<file path="config.mk">
export PLATFORM = sky130hd
export DESIGN_NAME = seq_det_scheduler
export DESIGN_NICKNAME = d
export VERILOG_FILES = /design/src/rtl/seq_det_scheduler.sv
export SDC_FILE = /design/constraint.sdc
export NUM_CORES = 1
export LEC_CHECK = 0
export BUFFER_PORTS_ARGS = -buffer_cell sky130_fd_sc_hd__buf_2
export CORE_MARGIN = 1.5
export CORE_UTILIZATION = 48
export DETAILED_ROUTE_END_ITERATION = 8
export HOLD_SLACK_MARGIN = 0.05
export PLACE_DENSITY = 0.71
export SLEW_MARGIN = 20
export SYNTH_ARGS = -nofsm -noshare
export SYNTH_HDL_FRONTEND = slang
export SYNTH_SLANG_ARGS = --single-unit
</file>
<file path="constraint.sdc">
create_clock -name clock -period 6.1 [get_ports clock]
set_input_delay 1.83 -clock clock [delete_from_list [all_inputs] [get_ports clock]]
set_output_delay 1.83 -clock clock [all_outputs]
set_load 0.05 [all_outputs]
</file>
<file path="src/rtl/seq_det_scheduler.sv">
// Byte-level controller for a serial 1011 Moore detector. It clears the detector, shifts each
// word MSB-first, collects a per-bit hit mask and keeps a saturating cumulative hit count.
module seq_det_scheduler #(
  parameter int unsigned DATA_W = 8,
  parameter int unsigned CNT_W  = 16
) (
  input  logic              clock,
  input  logic              reset,
  input  logic              in_valid,
  input  logic [DATA_W-1:0] in_data,
  output logic              in_ready,
  output logic              det_seq,
  output logic              det_clr,
  input  logic              det_out,
  output logic              res_valid,
  output logic [DATA_W-1:0] res_mask,
  output logic [CNT_W-1:0]  res_count,
  input  logic              res_ready,
  input  logic              clr_count
);

  localparam int unsigned IDX_W = $clog2(DATA_W);
  localparam int unsigned PC_W  = $clog2(DATA_W + 1);
  localparam int unsigned SUM_W = ((CNT_W > PC_W) ? CNT_W : PC_W) + 1;
  localparam logic [SUM_W-1:0] CNT_MAX = SUM_W'({CNT_W{1'b1}});

  typedef enum logic [1:0] {IDLE, SHIFT, CAPTURE, RESULT} state_t;

  state_t              state_q, state_d;
  logic [DATA_W-1:0]   shift_q, shift_d;
  logic [IDX_W-1:0]    idx_q, idx_d;
  logic [DATA_W-1:0]   acc_q, acc_d;
  logic [DATA_W-1:0]   final_mask;
  logic [IDX_W-1:0]    pos;
  logic                capture_done;
  logic                det_seq_d, det_clr_d, res_valid_d;
  logic [DATA_W-1:0]   res_mask_d;
  logic [CNT_W-1:0]    res_count_d;
  logic [SUM_W-1:0]    cnt_base, cnt_sum;

  function automatic logic [PC_W-1:0] popcount(input logic [DATA_W-1:0] v);
    logic [PC_W-1:0] c;
    c = '0;
    for (int unsigned i = 0; i < DATA_W; i++) c = c + PC_W'(v[i]);
    return c;
  endfunction

  assign in_ready = (state_q == IDLE);

  // Bit shifted in SHIFT cycle k-1 is visible on det_out in cycle k.
  assign pos = IDX_W'(DATA_W - int'(idx_q));

  // Next-state, datapath and registered-output next values
  always_comb begin
    state_d      = state_q;
    shift_d      = shift_q;
    idx_d        = idx_q;
    acc_d        = acc_q;
    final_mask   = acc_q;
    capture_done = 1'b0;
    res_valid_d  = res_valid;
    res_mask_d   = res_mask;

    case (state_q)
      IDLE: begin
        if (in_valid) begin
          shift_d = in_data;
          idx_d   = '0;
          acc_d   = '0;
          state_d = SHIFT;
        end
      end
      SHIFT: begin
        shift_d = {shift_q[DATA_W-2:0], 1'b0};
        if (idx_q != '0) acc_d[pos] = det_out;
        idx_d = idx_q + IDX_W'(1);
        if (idx_q == IDX_W'(DATA_W - 1)) state_d = CAPTURE;
      end
      CAPTURE: begin
        final_mask   = acc_q | DATA_W'(det_out);
        acc_d        = final_mask;
        res_mask_d   = final_mask;
        res_valid_d  = 1'b1;
        capture_done = 1'b1;
        state_d      = RESULT;
      end
      RESULT: begin
        if (res_ready) begin
          res_valid_d = 1'b0;
          state_d     = IDLE;
        end
      end
      default: state_d = IDLE;
    endcase

    // A clear coinciding with a capture clears first, then adds this word's hits
    cnt_base = clr_count ? '0 : SUM_W'(res_count);
    cnt_sum  = cnt_base + (capture_done ? SUM_W'(popcount(final_mask)) : '0);
    res_count_d = (cnt_sum > CNT_MAX) ? {CNT_W{1'b1}} : CNT_W'(cnt_sum);

    det_seq_d = (state_d == SHIFT) && shift_d[DATA_W-1];
    det_clr_d = (state_d == IDLE) || (state_d == RESULT);
  end

  always_ff @(posedge clock or posedge reset) begin
    if (reset) begin
      state_q   <= IDLE;
      shift_q   <= '0;
      idx_q     <= '0;
      acc_q     <= '0;
      det_seq   <= 1'b0;
      det_clr   <= 1'b1;
      res_valid <= 1'b0;
      res_mask  <= '0;
      res_count <= '0;
    end else begin
      state_q   <= state_d;
      shift_q   <= shift_d;
      idx_q     <= idx_d;
      acc_q     <= acc_d;
      det_seq   <= det_seq_d;
      det_clr   <= det_clr_d;
      res_valid <= res_valid_d;
      res_mask  <= res_mask_d;
      res_count <= res_count_d;
    end
  end

endmodule

</file>
# ---- After elaboration in Yosys (flattened, before gate mapping)
# Index checks and enable logic that the tools add are counted.
dict set report word_totals {
  regBits 48
  inputBits 14
  output_inout_bits 28
  wordCells 66
}
dict set report op_classes {
  addsub 10
  n_lt_le_gt_ge 3
  eq_ne 9
  n_mux 21
  n_bitwise 1
  n_reduce_logical 12
}
# operator count
set ops {}
lappend ops {{16-bit two-way mux} 2}
lappend ops {{8-bit two-way mux} 4}
lappend ops {{8-bit case mux with 3 select lines} 1}
lappend ops {{16-bit by 4-bit adder with 17-bit output} 1}
lappend ops {{17-bit by 16-bit greater-than comparator with 1-bit output, second input constant} 1}
lappend ops {{4-bit by 1-bit adder with 4-bit output} 4}
lappend ops {{8-bit case mux with 2 select lines} 1}
lappend ops {{8-bit bitwise mux} 1}
lappend ops {{8-bit by 1-bit OR with 8-bit output} 1}
lappend ops {{2-bit case mux with 4 select lines} 1}
lappend ops {{2-bit == test, second input constant} 3}
lappend ops {{2-bit two-way mux} 3}
lappend ops {{2-bit != test, second input constant} 3}
lappend ops {{3-bit case mux with 2 select lines} 1}
lappend ops {{3-bit nonzero test} 2}
lappend ops {{3-bit by 1-bit adder with 4-bit output} 1}
lappend ops {{2-bit by 1-bit == test with 1-bit output, second input constant} 2}
lappend ops {{2-bit zero test} 2}
lappend ops {{3-bit by 4-bit less-than comparator with 1-bit output, second input constant} 1}
lappend ops {{4-bit two-way mux} 1}
lappend ops {{2-bit AND reduction} 2}
lappend ops {{2-bit nonzero test} 2}
lappend ops {{2-bit by 1-bit adder with 3-bit output} 1}
lappend ops {{3-bit by 1-bit adder with 3-bit output, second input constant} 1}
lappend ops {{11 further kinds} 14}

# ---- Logic depth before layout (Yosys ltp)
# Gate-level depths: netlist (run 1).
dict set report depth {
  ltp_word 13
  depth_mapped 18
  depth_no_buf 14
}

# ---- Least setup slack after synthesis (run 1)
# No wires, ideal clock.
dict set report synth_timing {
  path_type {input-to-reg}
  start {input port det_out}
  end {register res_count[8]}
  setup_time_ns 0.070
  t_arrival_ns 4.611
  t_required_ns 6.030
  setup_slack_ns 1.419
  stages 12
  n_path_buf 1
  cell_sequence {a21oi_1 -> fa_1 -> inv_1 -> ha_1 -> fa_1 -> and2_1 -> fa_1 -> a21o_1 -> a21o_1 -> buf_2 -> a311o_2 -> nand3_1}
}
dict set report synth_between {
  elab_chain_len 13
}
# item line
set synth_lines {}
lappend synth_lines {{start, declared} 14} ;# input logic det_out,
lappend synth_lines {{8-bit by 1-bit OR with 8-bit output (*)} 80} ;# final_mask = acc_q | DATA_W'(det_out);
lappend synth_lines {{8-bit two-way mux (*)} 64} ;# case (state_q)
lappend synth_lines {{1-bit by 1-bit adder with 2-bit output (*)} 44} ;# for (int unsigned i = 0; i < DATA_W; i++) c = c + PC_W'(v[i]);
lappend synth_lines {{2-bit by 1-bit adder with 3-bit output (*)} 44}
lappend synth_lines {{3-bit by 1-bit adder with 4-bit output (*)} 44}
lappend synth_lines {{4-bit by 1-bit adder with 4-bit output (*) (4 in series)} 44}
lappend synth_lines {{4-bit two-way mux (*)} 98} ;# cnt_sum = cnt_base + (capture_done ? SUM_W'(popcount(final_mask)) : '0);
lappend synth_lines {{16-bit by 4-bit adder with 17-bit output (*)} 98}
lappend synth_lines {{17-bit by 16-bit greater-than comparator with 1-bit output} 99} ;# res_count_d = (cnt_sum > CNT_MAX) ? {CNT_W{1'b1}} : CNT_W'(cnt_sum);
lappend synth_lines {{16-bit two-way mux (*)} 99}
lappend synth_lines {{named net res_count_d[8]} 38} ;# logic [CNT_W-1:0] res_count_d;
lappend synth_lines {{end signal, assigned} 125} ;# res_count <= res_count_d;
lappend synth_lines {{end, declared} 17} ;# output logic [CNT_W-1:0] res_count,
# The timed path passes the listed nets; every way through them passes the cells marked *.
# A chain may end at the register's enable or synchronous reset.

# ---- Worst setup path in the final report (run 1)
# Same ends and word-level chain as after synthesis.

==> results.md, run 1 <==
Power:
- The post-layout total power is about 1.3 mW.
- Summed over all cells, the static leakage comes to 1.65 nW.
- The power density normalized to cell area is slightly below 400 nW/um^2.
- The largest voltage drop on the vdd net is approximately 0.00031 V.

Yosys:
- Sorting the synthesized cells by area gives the leading types as dfrtp_1 (40%), ha_1 (6.8%), mux2_2 (5.3%).
- The share of synthesized area in the top cell type comes to 0.397.
- The simple logic cell fraction of the synthesized area is 0.182.
- The synthesized area is roughly 3000 um^2.
- The proportion of register bits with asynchronous set or reset after synthesis is 1.00.
- In the synthesized netlist the dominant register cell turns out to be dfrtp_1.
- Of the total synthesized cell area, the portion taken by full adders, half adders and majority gates is 0.101.
- Of the total synthesized cell area, the portion taken by XOR and XNOR cells is 0.00887.
- Synthesis inferred 48 register bits.
- The commonest cells after synthesis are dfrtp_1 (47), inv_1 (27), nand2_1 (24).
- The post-synthesis compound-gate area fraction is 0.172.
- The count of flip-flops with a built-in enable after synthesis is 0.
- By area, the combinational part of the netlist is dominated by simple AND/OR/NAND/NOR gates.
- The library cell occupying the most area in the post-synthesis netlist is dfrtp_1.
- The mean instance size in the synthesized netlist is between 10 and 15 um^2.
- The total number of yosys warnings is 0.
- When the netlist entered floorplanning its net count stood at around 330.
- The multiplexer share of the synthesized area is 0.0621.
- The portion of the post-synthesis area used by sequential elements is 0.406.
- The cell with the most instances after synthesis is dfrtp_1.
- The number of cells produced by synthesis is about 290.
- The count of unique library cells instantiated by Yosys is between 60 and 70.

Worst setup path:
- The category of the worst setup path capture point is a register.
- For the worst setup path, the data required time is 6340 ps.
- The largest fanout on the critical path is 11.
- The worst setup path is launched from an input pin.
- The worst reg2reg path depth is 13.
- The classification of the worst setup path is in2reg.
- Data arrives at the worst endpoint at between 4000 and 5000 ps.

GRT:
- The via count of the first global-routing pass is roughly 2,200.
- The wire length of the first global-routing pass is between 10 and 15 mm.
- The number of antenna violations at the first check in global routing is 0.
- The total global routing overflow is 0.
- Across every metal layer, demand over resource in global routing totals 0.200.
- The pin count of the biggest net entering global routing is a little under 50.

Floorplanning:
- The top-level port count is 42.
- The area of the core is around 6000 um^2.
- The full die area is 6650 um^2.
- The floorplan has 28 rows.
- The die is about 82 um wide.
- For this configuration, the core starts out at a cell density of 0.497.
- The die height is slightly above 80 um.

Job:
- Max-cap violations in this run came to 0.

Final layout:
- The number of antenna diodes in the final layout is 0.
- The layout overhead on the synthesized area is 9.84%.
- Fill cells in the final layout number 573.
- For this run, the post-layout net count is between 300 and 400.
- The share of post-route cells with drive strength above 1 is 0.245.
- Once layout is complete, the cells apart from fillers number 401.

Detailed routing:
- Dividing the detail-routed via count by the number of cells gives ~5.7.
- The routed length per placed instance is about 15 um.
- The count of routing violations after the opening detailed-route iteration is 150.
- The first detailed-routing pass ran for 4 iterations.
- The wire length reported by the detailed router is between 6 and 7 mm.
- After detailed routing, the number of remaining DRC violations is 0.
- Summing over every cut layer, the via total after detailed routing is around 2,300.
- The detail route stage leaves a number of antenna-violating nets equal to 0.

Clock tree:
- The clock drives between 40 and 50 sinks.
- The count of hold-fix buffers inserted at cts is 0.
- The clock transition at the register clock pins on the worst setup and hold paths after CTS is 90 ps.
- After clock tree synthesis, the setup repair step added 0 buffers.
- Clock tree synthesis inserted a total of 5 buffers.
- The TritonCTS clock tree is built.
- The insertion delay of the later-clocked pin in the worst-skew pair is around 300 ps.
- The cell sitting at the root of the clock tree is a clkbuf_8.
- In this run, post-CTS repair resized a total of 0 instances.
- The longest clock path from root to sink contains 2 buffers.
- CTS built an H-tree with a depth of 2.

STA:
- After layout, the worst setup slack is between 1000 and 1500 ps.
- Static timing analysis puts the maximum clock frequency at approximately 210 MHz.
- The total count of hold-check failures in the final report is 0.
- The total negative slack for setup checks is 0 ps.
- The worst-case headroom to the max-slew limit is 0.435.
- The final critical-path share of the clock period is 0.769.
- Setup repair after global routing left no endpoint under its margin.
- The clock skew after layout is roughly 6.5 ps.
- The slew of the pin with the lowest slew margin is 847 ps.
- The time the worst path needs with I/O delays and setup is 4690 ps.
- The final count of pins violating max slew is 0.
- Setup violations remaining at the end of the flow were counted as 0.

Placed design:
- The number of cells after detailed placement is roughly 390.
- Summed over all nets, the half-perimeter wirelength after detailed placement is 4.34 mm.
- Prior to clock tree synthesis, the placed netlist has a worst setup slack of 1080 ps.
- The port buffer count is 41.
- The congestion estimate from routability-driven global placement came to between 0.8 and 0.9.

Worst hold path:
- The hold-critical path depth is 2.
- The path class of the tightest hold or removal check is reg2reg.

Status:
- The flow ran to the end, and the final reports show no timing, DRC or antenna violations.
==> sequential cells by signal, summed over array words and instances (netlist names) <==
| signal | flops |
|---|---|
| shift_q | 8 |
| idx_q | 3 |
| res_mask | 8 |
| acc_q | 8 |
| res_valid | 1 |
| det_seq | 1 |
| det_clr | 1 |
| res_count | 16 |
| state_q | 2 |
==> stage by stage <==
| stage | hold WS, ps | cell area (um^2) | utilization |
|---|---|---|---|
| 2_1_floorplan | 446 | 2960 | - |
| 5_1_grt | 523 | 3250 | 0.546 |
| 3_5_place_dp | 468 | 3160 | 0.531 |
| 4_1_cts | 489 | 3250 | 0.546 |
| 6_report | 485 | 3250 | 0.546 |
| 3_3_place_gp | 469 | 3160 | 0.531 |
==> power breakdown <==
group	switching [mW]	leakage (nW)	internal, mW
Clock	0.106	0.0455	0.0928
Sequential	0.0590	0.642	0.392
Combinational	0.413	0.966	0.218
==> path summary, 6_finish.rpt <==
kind	endpoint	slack, ps	start
max	res_count[8]	1410	det_out
min	shift_q[6]	480	shift_q[6]
max reg2reg	res_count[8]	1720	acc_q[1]
min reg2reg	shift_q[6]	480	shift_q[6]
max in group asynchronous	acc_q[3]	3920	reset
min in group asynchronous	res_count[7]	1660	reset
==> worst max-delay path, cell delays in order <==
cell	delay, ps
buf_2	120
a21oi_1	90
fa_1	530
inv_1	40
ha_1	200
fa_1	430
and2_1	210
fa_1	460
a21o_1	200
a21o_1	320
a311o_2	420
nand3_1	80
==> placed cells by master (no fill, tap or decap), types with 2 or more instances in the layout <==
| cell | instances |
|---|---|
| nand3_1 | 8 |
| nor3_1 | 4 |
| ha_1 | 16 |
| a311o_1 | 3 |
| dfrtp_1 | 47 |
| a22o_1 | 4 |
| o21ai_0 | 4 |
| nor2b_1 | 5 |
| a21oi_1 | 5 |
| fa_1 | 5 |
| nand3_2 | 2 |
| mux2_2 | 14 |
| a211oi_1 | 2 |
| xnor2_1 | 3 |
| a22oi_1 | 7 |
| clkbuf_1 | 2 |
| nand2_1 | 24 |
| clkbuf_8 | 6 |
| o21ai_1 | 11 |
| nor2_1 | 17 |
| and2_1 | 7 |
| inv_1 | 26 |
| nand2b_1 | 7 |
| nand4_1 | 8 |
| a211o_1 | 2 |
| and2b_2 | 2 |
| a21o_1 | 3 |
| o31ai_1 | 2 |
| buf_2 | 41 |
| a31oi_1 | 7 |
==> cell families after synthesis <==
group                      after synthesis
AOI/OAI and AO/OA                       67
adders and majority gates               21
DFF                                     48
and+or+nand+nor                         95
buffers and inverters                   42
xor gates and xnor gates                 3
muxes                                   16
==> final cells by class <==
class	instances	area (um^2)	share of cell area
Timing Repair Buffer	41	205	0.0631
Sequential cell	48	1200	0.369
Tap cell	75	93.8	0.0288
Inverter	27	103	0.0315
Multi-Input combinational cell	202	1560	0.479
Clock buffer	8	90.1	0.0277
==> per-layer routing <==
| metal | GRT usage | wire length [um] | vias up |
|---|---|---|---|
| met5 | 0 | 0 | - |
| met4 | 0.0552 | 39 | 0 |
| met3 | 0.0411 | 273 | 4 |
| met2 | 0.320 | 3000 | 54 |
| met1 | 0.275 | 2800 | 1128 |
| li1 | - | - | 1110 |
No activity file was read; power rests on OpenSTA's default activity.
==> run 2, diff against run 1 <==
Settings changed: ABC_AREA set to 1.
Clock period 6.1 ns to 4.55 ns, I/O delays scaled along.
==> results.md, run 2 <==
Status:
- The flow ran to the end, and the final reports show no timing, DRC or antenna violations.

Clock tree:
- After clock tree synthesis, the clock-pin slew on the worst setup and hold paths is roughly 100 ps.
- The longest clock path from root to sink contains 2 buffers.
- In this run the number of H-tree levels came out at 2.
- After clock tree synthesis, the setup repair step added 0 buffers.
- Hold repair after CTS inserted 0 buffers.
- TritonCTS built the clock tree.
- The insertion delay of the later-clocked pin in the worst-skew pair is ~310 ps.
- CTS placed an instance of clkbuf_8 at the clock tree root.
- TritonCTS created 5 clock buffers.
- The CTS sink count is 48.
- The number of gates resized after CTS is 0.

Worst setup path:
- At the worst endpoint, the required time is 4720 ps.
- The number of buffers and inverters on the critical path is 3.
- The data arrival time of the critical path is roughly 4300 ps.
- The worst reg2reg path depth is 14.
- In this run the critical register-to-register path is captured at res_count[4].
- Walking the worst path, the cells encountered are inv_1 -> fa_1 -> fa_1 -> fa_1 -> inv_1 -> ha_1 -> fa_1 -> nand2_1 -> inv_1 -> fa_1 -> a21oi_1 -> nor2_4 -> nand3_4 -> o21ai_0.
- The flop-to-flop setup slack is approximately 430 ps.
- On the worst path, the slowest cell contributes a delay of between 500 and 600 ps.
- The startpoint of the lowest-slack register-to-register path is acc_q[1].
- The element type at the critical path start is a register.
- By startpoint and endpoint, the worst setup path is classified as reg2reg.
- The category of the worst setup path capture point is a register.
- The cell family contributing the most delay on the critical path is adder cells.
- In this run the worst path has a maximum fanout of 15.
- In this design, the critical path's most frequently occurring cell is fa_1.
- The library cell contributing the largest single delay on the critical path is fa_1.

Power:
- The power density normalized to cell area is roughly 550 nW/um^2.
- For this design the total switching power over the nets is roughly 800 uW.
- The internal power consumption is between 1 and 1.5 mW.
- The share of total power dissipated in the clock network is 0.205.
- Of the total power, registers draw 0.341.
- The switching share of power is 0.440.
- IR analysis of the VDD net gives a maximum drop of 0.000344 V.
- For this design the static power due to leakage is roughly 1.8 nW.
- The combinational cell fraction of total power is 0.453.

Yosys:
- In this run, distinct cell masters in the synthesized netlist total 33.
- The mean instance size in the synthesized netlist is between 7 and 8 um^2.
- Synthesis inferred 48 register bits.
- The share of Yosys cell area claimed by the top area cell type is 0.408.
- Of all cell types, the one taking the most synthesized area is dfrtp_1.
- In this run the cell area of the synthesized design comes to between 2000 and 3000 um^2.
- Yosys mapped a number of flops with a built-in enable equal to 0.
- The net count of the mapped netlist is 397.
- The portion of the post-synthesis area used by sequential elements is 0.417.
- Sorting the synthesized cells by area gives the leading types as dfrtp_1 (41%), nand2_1 (12%), inv_1 (7.7%).
- Counting every instance in the synthesized netlist gives approximately 360.
- Yosys printed 0 warnings.
- The most used flip-flop cell after synthesis is dfrtp_1.
- By count the netlist is led by nand2_1 (91), inv_1 (59), dfrtp_1 (47).
- The most common cell in the synthesized netlist is nand2_1.
- The proportion of register bits with asynchronous set or reset after synthesis is 1.00.

STA:
- In the finished design, the share of the clock period the worst path needs comes to 0.906.
- The total count of hold-check failures in the final report came to 0.
- The final count of pins violating max slew came to 0.
- The number of endpoints failing setup at the final stage is 0.
- The time the worst path needs with I/O delays and setup is about 4100 ps.
- Headroom to the max-slew limit came out at 0.443.
- The maximum clock frequency is roughly 240 MHz.
- The clock skew after layout is ~14 ps.
- The total negative slack for setup checks is 0 ps.
- Setup repair after global routing left no endpoint under its margin.
- The slew of the pin with the lowest slew margin is ~840 ps.

Final layout:
- The total inserted antenna cells is 0.
- In the final layout, the share of cells above drive strength 1 is 0.165.
- With fillers left out, the area of the finished cells amounts to roughly 3300 um^2.
- The most common library cell in the layout ignoring fill and taps is nand2_1.
- In the final layout, the multi-input gates occupy between 1000 and 1500 um^2.
- The register with the most flip-flops in the layout has 16 of them.
- Leaving out fill and tap cells, the most frequent cells in the layout are nand2_1 (91), inv_1 (58), dfrtp_1 (47), buf_2 (41), nand3_1 (33).
- The register with the most flip-flops is res_count.
- Relative to the synthesized area, the layout overhead comes to 13.4%.
- The number of nets in the layout is approximately 440.
- Registers take 1200 um^2.
- The fill cell total of the finished layout is between 500 and 600.
- The final instance count without filler cells is 480.

Floorplanning:
- For this configuration, the core starts out at a cell density of 0.492.
- Pin placement for this block handled 42 I/O pins.
- The floorplan step set the die width to approximately 80 um.
- The initialized floorplan defines 28 standard-cell rows.
- The die covers about 6500 um^2.
- From bottom edge to top edge, the die measures a little over 80 um.
- The area of the core is 5850 um^2.

GRT:
- The via count of the first global-routing pass was around 2,300.
- After global routing the overflow that remains totals 0.
- In the global route stage, overall resource usage came out at 0.204.
- The number of antenna violations at the first check in global routing is 0.
- Entering global routing, the biggest net connects 49 pins.
- The wire length of the first global-routing pass is 10.4 mm.

Detailed routing:
- Dividing the detail-routed wire length by the instance count gives ~13 um.
- The residual DRC count is 0.
- The vias per cell is 5.09.
- The number of nets with antenna violations after detailed routing is 0.
- The routed design has between 6 and 7 mm of wire.
- The routed layout has about 2,400 vias.
- After the first detailed-routing iteration, the DRC count stood at approximately 110.
- The number of iterations in the first detailed-routing pass is 4.

Worst hold path:
- In this run the most critical hold path is launched from res_mask[3].
- The worst hold path belongs to the class reg2reg.
- The worst min-delay path endpoint is res_mask[3].
- The worst hold path was traced through 2 stages.

Placed design:
- In this run the cell area measured after placement is 3130 um^2.
- The number of cells after detailed placement is roughly 470.
- The HPWL after detailed placement is between 4 and 5 mm.
- In this run the tool buffered the top-level ports with 41 buffer cells.
- The placer's final routability congestion estimate is about 0.84.

Job:
- The total of max-cap violations is 0.
## run 2: changes by cell type in the layout (fill, tap and decap cells not counted), moves of 5 or more
cell,change
a21oi_1,+11
a22oi_1,-6
a31oi_1,-7
and2_1,-6
inv_1,+32
mux2_2,-14
nand2_1,+67
nand2b_1,-7
nand3_1,+25
nand4_1,-7
nor2_1,+11
nor2b_1,-5
o21ai_0,+21
o21ai_1,-11
## run 2: worst max path at each step
stage / start / endpoint / cells after the start
after floorplan: det_out / res_count[10] / 13
after global placement: det_out / res_count[4] / 13
after detailed placement: det_out / res_count[4] / 13
after CTS: acc_q[1] / res_count[4] / 14
after global routing: acc_q[2] / res_count[13] / 16
final: acc_q[1] / res_count[4] / 14
## run 2: metal layers
| metal | track usage | vias up | wire, um |
|---|---|---|---|
| met4 | 0.0552 | 0 | 78 |
| met1 | 0.278 | 1166 | 2890 |
| met3 | 0.0341 | 7 | 188 |
| li1 | - | 1226 | - |
| met5 | 0 | - | 0 |
| met2 | 0.333 | 43 | 2850 |
## run 2: power groups by stage
stage,clock (mW),combinational (mW),sequential [mW]
after floorplan,0,0.494,0.755
after global placement,0,0.789,0.616
after detailed placement,0,0.816,0.622
after CTS,0.375,0.822,0.615
after global routing,0.391,0.923,0.630
final,0.371,0.819,0.616
## run 2: worst min-delay path: cells and delay by family, from the launching register on
kind / cells / cell delay (ps)
DFF: 1 / 350
and+or+nand+nor: 2 / 110
## run 2: final cells by class
class	count	area share
clock buffer	6	0.0222
inverter	61	0.0720
clock inverter	2	0.0184
timing repair buffer	42	0.0651
tap	75	0.0287
sequential	48	0.368
multi-input combinational	246	0.426
## run 2: kinds of logic after synthesis
group / share of synthesized area
buffers and inverters: 0.0999
XOR/XNOR: 0.0152
adder cells (fa/ha/maj): 0.104
AO/OA/AOI/OAI: 0.0917
AND/OR/NAND/NOR: 0.272
flip-flops: 0.417
## run 2: through the flow
| step | hold WS (ps) | power, mW | setup WS, ps | utilization |
|---|---|---|---|---|
| floorplan | 442 | 1.25 | 620 | - |
| detailed placement | 461 | 1.44 | 302 | 0.536 |
| CTS | 481 | 1.81 | 391 | 0.558 |
| global placement | 450 | 1.41 | 364 | 0.536 |
| global route | 505 | 1.94 | 164 | 0.558 |
| finish | 474 | 1.81 | 426 | 0.558 |
